`config.mk`:
```
export PLATFORM = sky130hd
export DESIGN_NAME = uart_rx_fifo
export DESIGN_NICKNAME = d
export VERILOG_FILES = /design/src/rtl/uart_rx_fifo.sv
export SDC_FILE = /design/constraint.sdc
export NUM_CORES = 1
export LEC_CHECK = 0
export BUFFER_PORTS_ARGS = -buffer_cell sky130_fd_sc_hd__buf_2
export CELL_PAD_IN_SITES_DETAIL_PLACEMENT = 2
export CELL_PAD_IN_SITES_GLOBAL_PLACEMENT = 2
export CORE_MARGIN = 4
export CORE_UTILIZATION = 41
export CTS_BUF_LIST = sky130_fd_sc_hd__clkbuf_8
export DETAILED_ROUTE_END_ITERATION = 10
export GPL_TIMING_DRIVEN = 0
export PLACE_DENSITY_LB_ADDON = 0.05
export SYNTH_ARGS = -nofsm -noshare
export SYNTH_HDL_FRONTEND = slang
export SYNTH_SLANG_ARGS = --single-unit
```
`constraint.sdc`:
```
create_clock -name clk_i -period 3.05 [get_ports clk_i]
set_input_delay 0.305 -clock clk_i [delete_from_list [all_inputs] [get_ports clk_i]]
set_output_delay 0.305 -clock clk_i [all_outputs]
set_load 0.02 [all_outputs]
```
`src/rtl/uart_rx_fifo.sv`:
```
// uart_rx_fifo: oversampling 8N1 UART receiver with a small byte FIFO.
//
// Ports:
//   clk_i        system clock (only clock)
//   rst_i        synchronous active-high reset
//   rs232_rx_i   asynchronous serial input, idles high
//   data_o       head-of-FIFO byte (holds the last popped byte when empty)
//   valid_o      FIFO holds at least one byte
//   ready_i      consumer accepts data_o; pops on valid_o & ready_i
//   frame_err_o  one-cycle pulse when the stop bit is sampled low
//   overrun_o    one-cycle pulse when a byte completes while the FIFO is full
//   busy_o       receiver FSM is not idle
module uart_rx_fifo #(
  parameter int unsigned CLK_DIV     = 4,
  parameter int unsigned SAMPLE_RATE = 16,
  parameter int unsigned FIFO_DEPTH  = 2
) (
  input  logic       clk_i,
  input  logic       rst_i,
  input  logic       rs232_rx_i,
  output logic [7:0] data_o,
  output logic       valid_o,
  input  logic       ready_i,
  output logic       frame_err_o,
  output logic       overrun_o,
  output logic       busy_o
);

  localparam int unsigned DW = (CLK_DIV > 1) ? $clog2(CLK_DIV) : 1;
  localparam int unsigned SW = $clog2(SAMPLE_RATE);
  localparam int unsigned PW = $clog2(FIFO_DEPTH);
  localparam int unsigned CW = PW + 1;

  localparam logic [DW-1:0] DIV_MAX  = DW'(CLK_DIV - 1);
  localparam logic [SW-1:0] HALF_M1  = SW'(SAMPLE_RATE / 2 - 1);
  localparam logic [SW-1:0] FULL_M1  = SW'(SAMPLE_RATE - 1);
  localparam logic [CW-1:0] DEPTH_CW = CW'(FIFO_DEPTH);

  typedef enum logic [2:0] {
    ST_IDLE,
    ST_START,
    ST_DATA,
    ST_STOP,
    ST_BREAK
  } state_t;

  // Synchroniser, tick divider, receiver state
  logic          sync1_q, sync1_d;
  logic          rx_s_q, rx_s_d;
  logic [DW-1:0] div_q, div_d;
  logic          tick;
  state_t        state_q, state_d;
  logic [SW-1:0] scnt_q, scnt_d;
  logic [2:0]    bidx_q, bidx_d;
  logic [7:0]    shift_q, shift_d;
  logic          frame_err_q, frame_err_d;
  logic          overrun_q, overrun_d;
  logic          push_req;

  // FIFO
  logic [7:0]    mem_q [FIFO_DEPTH];
  logic [7:0]    mem_d [FIFO_DEPTH];
  logic [PW-1:0] wptr_q, wptr_d;
  logic [PW-1:0] rptr_q, rptr_d;
  logic [CW-1:0] count_q, count_d;
  logic [7:0]    last_q, last_d;
  logic          full, pop, push;

  assign sync1_d = rs232_rx_i;
  assign rx_s_d  = sync1_q;
  assign tick    = (div_q == DIV_MAX);
  assign div_d   = tick ? '0 : div_q + DW'(1);

  always_comb begin
    state_d     = state_q;
    scnt_d      = scnt_q;
    bidx_d      = bidx_q;
    shift_d     = shift_q;
    frame_err_d = 1'b0;
    push_req    = 1'b0;
    if (tick) begin
      unique case (state_q)
        ST_IDLE: begin
          if (!rx_s_q) begin
            state_d = ST_START;
            scnt_d  = '0;
          end
        end
        ST_START: begin
          if (scnt_q == HALF_M1) begin
            scnt_d = '0;
            bidx_d = '0;
            state_d = rx_s_q ? ST_IDLE : ST_DATA;
          end else begin
            scnt_d = scnt_q + SW'(1);
          end
        end
        ST_DATA: begin
          if (scnt_q == FULL_M1) begin
            scnt_d  = '0;
            shift_d = {rx_s_q, shift_q[7:1]};
            bidx_d  = bidx_q + 3'd1;
            if (bidx_q == 3'd7) state_d = ST_STOP;
          end else begin
            scnt_d = scnt_q + SW'(1);
          end
        end
        ST_STOP: begin
          if (scnt_q == FULL_M1) begin
            scnt_d = '0;
            if (rx_s_q) begin
              push_req = 1'b1;
              state_d  = ST_IDLE;
            end else begin
              frame_err_d = 1'b1;
              state_d     = ST_BREAK;
            end
          end else begin
            scnt_d = scnt_q + SW'(1);
          end
        end
        ST_BREAK: begin
          if (rx_s_q) state_d = ST_IDLE;
        end
        default: state_d = ST_IDLE;
      endcase
    end
  end

  // A pop in the same cycle frees the slot, so a push into a full FIFO
  // is only dropped when no pop accompanies it.
  assign full      = (count_q == DEPTH_CW);
  assign pop       = valid_o & ready_i;
  assign push      = push_req & (~full | pop);
  assign overrun_d = push_req & full & ~pop;

  always_comb begin
    mem_d  = mem_q;
    wptr_d = wptr_q;
    rptr_d = rptr_q;
    last_d = last_q;
    if (push) begin
      mem_d[wptr_q] = shift_q;
      wptr_d        = wptr_q + PW'(1);
    end
    if (pop) begin
      last_d = mem_q[rptr_q];
      rptr_d = rptr_q + PW'(1);
    end
    count_d = count_q + CW'(push) - CW'(pop);
  end

  always_ff @(posedge clk_i) begin
    if (rst_i) begin
      sync1_q     <= 1'b1;
      rx_s_q      <= 1'b1;
      div_q       <= '0;
      state_q     <= ST_IDLE;
      scnt_q      <= '0;
      bidx_q      <= '0;
      shift_q     <= '0;
      frame_err_q <= 1'b0;
      overrun_q   <= 1'b0;
      wptr_q      <= '0;
      rptr_q      <= '0;
      count_q     <= '0;
      last_q      <= '0;
    end else begin
      sync1_q     <= sync1_d;
      rx_s_q      <= rx_s_d;
      div_q       <= div_d;
      state_q     <= state_d;
      scnt_q      <= scnt_d;
      bidx_q      <= bidx_d;
      shift_q     <= shift_d;
      frame_err_q <= frame_err_d;
      overrun_q   <= overrun_d;
      wptr_q      <= wptr_d;
      rptr_q      <= rptr_d;
      count_q     <= count_d;
      last_q      <= last_d;
    end
  end

  // Storage needs no reset: it is only observed while count_q is non-zero.
  always_ff @(posedge clk_i) begin
    mem_q <= mem_d;
  end

  assign valid_o     = (count_q != '0);
  assign data_o      = valid_o ? mem_q[rptr_q] : last_q;
  assign frame_err_o = frame_err_q;
  assign overrun_o   = overrun_q;
  assign busy_o      = (state_q != ST_IDLE);

endmodule

```
==> results.cfg <==
[floorplan]
chipHeight_um = 82.65
core_area_um2 = 5238
io_pins = 16
start_util_pct = 43.62
die_x_um = 82.65
die_area_um2 = 6831
rows = 26

[clock_network]
cts_tree = built
clkTransAtPathRegs_ns = 0.09
cts_setup_buffers = 0
clk_latency_ns = 0.31
htree_levels = 2
cts_made_buffers = 5
ctsResizeCount = 0
cts_root_buffer = clkbuf_8
clock-sinks = 52
clock_tree.buffer_depth = 2
hold_buffers = 0

[power]
p_leak_nw = 0.9180
power_density_nw_per_um2 = 460.6
p_clk_share_pct = 33.4
seq_power_share_pct = 61.7
p_sw_share_pct = 23.39
netSwitchingPower_uw = 272.5
internal-power_uw = 892.8
peakVddDrop_mv = 0.2872
combPwrFrac_pct = 4.9

[synthesis]
synth_seq_cells = 52
synth_cell_types = 46
synthMuxAreaShare_pct = 8.324
syn_area_um2 = 2285
ys_top_cells_by_area = dfxtp_1 32%, edfxtp_1 21%, mux2i_1 8.3%
synth_top_area_share_pct = 31.54
synth_top_area_cell = dfxtp_1
synth_fp_nets = 227
ys_warn_count = 0
yosys.area_share.xor_xnor_pct = 1.917
synth_top_family_by_area = simple AND/OR/NAND/NOR gates
syn_inst = 217
avgSynthCellArea_um2 = 10.53
ys_seq_area_share_pct = 52.57
synth-simple-area-share_pct = 19.22
synth_fa_ha_area_share_pct = 3.286
synth_compound_area_share_pct = 10.51

[timing]
fin_worst_skew_ns = 0.002423
fmax_ghz = 0.4040
relSlewSlack_pct = 51.58
tns_ns = 0
rsz0062_at_grt = false
hold_viol_final = 0
finalSetupViolCount = 0
period_share_pct = 81.16
worst_pin_slew_ns = 0.7236
maxSlewViolCount = 0
period_minus_slack_ns = 2.475

[detailed_routing]
drtIter0Drc = 48
routed_wl_um = 5831
firstDrtPassIters = 4
vias_per_cell = 5.353
avgRoutedWirePerCell_um = 18.87
drtAntennaViolNets = 0
drc_errors = 0
vias = 1654

[grt]
grt_pass1_wl_um = 9584
met3_usage_pct = 3.688
grt_overflow_total = 0
top_usage_layer = met2
grt_use_met2_pct = 33.81
grt_max_degree = 17
use_met1_pct = 23.14
antenna_found_initial = 0
globalRouteTotalUtil_pct = 19.22
grt_pass1_vias = 1814

[worst_hold_path]
hold_depth = 2
hp-class = input pin to flip-flop

[job]
cap_violations = 0

[critical_path]
criticalPathCategory = flip-flop to flip-flop
critPathRequiredTime_ns = 3.23
end_kind = flip-flop
cp-start-kind = flip-flop
ff2ff_path_depth = 11
worstPathMaxFanout = 10
worstPathArrival_ns = 2.66

[finish]
fin_cells = 309
nNetsFinal = 248
fill_cells = 560
n_antenna_cell = 0
drive_gt1_share_pct = 14.64
syn_to_final_growth_pct = 10.73

[placement]
place_inst = 301
io_buffers = 14
gp_congestion = 0.8031
dpl.hpwl_um = 4386

[outcome]
status = complete, no violations
-- path summary, 6_finish.rpt --
check / slack (ns) / to / start
worst max-delay path: 0.57 / count_q[1] / count_q[1]
worst min-delay path: 0.18 / rx_s_d / rs232_rx_i
worst min register to register: 0.42 / rx_s_q / rx_s_d
worst max register to register: 0.57 / count_q[1] / count_q[1]
-- layer usage --
| layer | up-vias | routed length (um) |
|---|---|---|
| met2 | 17 | 2915 |
| met3 | 7 | 140 |
| met5 | - | 0 |
| met1 | 820 | 2686 |
| li1 | 810 | - |
| met4 | 0 | 88 |
-- power groups by stage --
stage          sequential [mW]  combinational [mW]  clock, mW
6_report                 0.719              0.0568      0.389
4_1_cts                  0.719              0.0573      0.408
3_5_place_dp             0.735              0.0563          0
5_1_grt                  0.720              0.0635      0.441
2_1_floorplan            0.733              0.0393          0
3_3_place_gp             0.735              0.0520          0
-- worst max-delay path, stage by stage, from the launching register on --
cell and delay, ns:
dfxtp_1 0.37, or2_1 0.11, clkbuf_1 0.32, and2_1 0.18, buf_2 0.19, buf_2 0.26
ha_1 0.27, inv_1 0.07, ha_1 0.15, xor2_1 0.21, xnor2_1 0.15, nor2_1 0.06
-- metrics by stage --
| step | instance area, um2 | power (mW) | setup slack [ns] | util (%) | hold slack (ns) |
|---|---|---|---|---|---|
| 5_1_grt | 2530 | 1.225 | 0.3537 | 48.30 | 0.1582 |
| 6_report | 2530 | 1.165 | 0.5747 | 48.30 | 0.1763 |
| 4_1_cts | 2530 | 1.185 | 0.5279 | 48.30 | 0.1645 |
| 2_1_floorplan | 2285 | 0.7727 | 0.9472 | - | 0.3895 |
| 3_3_place_gp | 2442 | 0.7865 | 0.7478 | 46.63 | 0.3966 |
| 3_5_place_dp | 2442 | 0.7917 | 0.5447 | 46.63 | 0.4110 |
-- cell usage in the layout, fill, tap and decap left out, types with 3 or more instances in the layout --
cell and count:
xnor2_1 4, ha_1 6, o21ai_0 5, nand2_1 3, clkbuf_8 5, a21oi_1 13, nor3_1 3, mux2i_1 19
nor2_1 36, dfxtp_1 36, nand3_1 3, and2_1 5, edfxtp_1 16, nor4b_1 3, clkbuf_1 8, nand3b_1 3
buf_2 20, inv_1 3, a211oi_1 9
-- Yosys cell counts, drive strengths merged --
library cell / instances
or3: 2
nor3: 3
nor2: 36
a31o: 1
buf: 8
nand2: 3
a2111oi: 1
or2: 3
nor2b: 2
xor2: 1
a21oi: 13
a311oi: 1
xnor2: 4
o21ai: 5
nand2b: 2
and2: 5
or3b: 2
or4b: 2
a211oi: 9
nand3: 3
nor4b: 4
edfxtp: 16
dfxtp: 36
o211a: 1
ha: 6
nor3b: 2
clkbuf: 9
and3b: 1
and4: 1
nand4: 2
nand3b: 3
mux2i: 19
nor4: 1
o211ai: 1
or4: 1
inv: 4
and3: 1
a31oi: 2
a22oi: 1
-- state kept, by name, indices dropped and copies added, names as in the netlist, 2 cells and up --
register / cells
mem_q: 16
last_q: 8
shift_q: 8
scnt_q: 4
bidx_q: 3
state_q: 3
count_q: 2
div_q: 2
-- cell families after synthesis --
kind of cell / Yosys count
xor gates and xnor gates: 5
adders and majority gates: 6
buffers and inverters: 21
muxes: 19
and+or+nand+nor: 79
AOI/OAI and AO/OA: 35
DFF: 52
-- final cells by class --
cell class / instances / area, um2 / area share [%]
sequential: 52 / 1201 / 47.48
multi-input combinational: 144 / 988.4 / 39.07
tap: 70 / 87.58 / 3.462
buffer: 17 / 80.08 / 3.165
timing repair buffer: 14 / 70.07 / 2.770
clock buffer: 5 / 68.82 / 2.720
clock inverter: 3 / 18.77 / 0.7418
inverter: 4 / 15.01 / 0.5935
(Power assumes the default switching activity.)
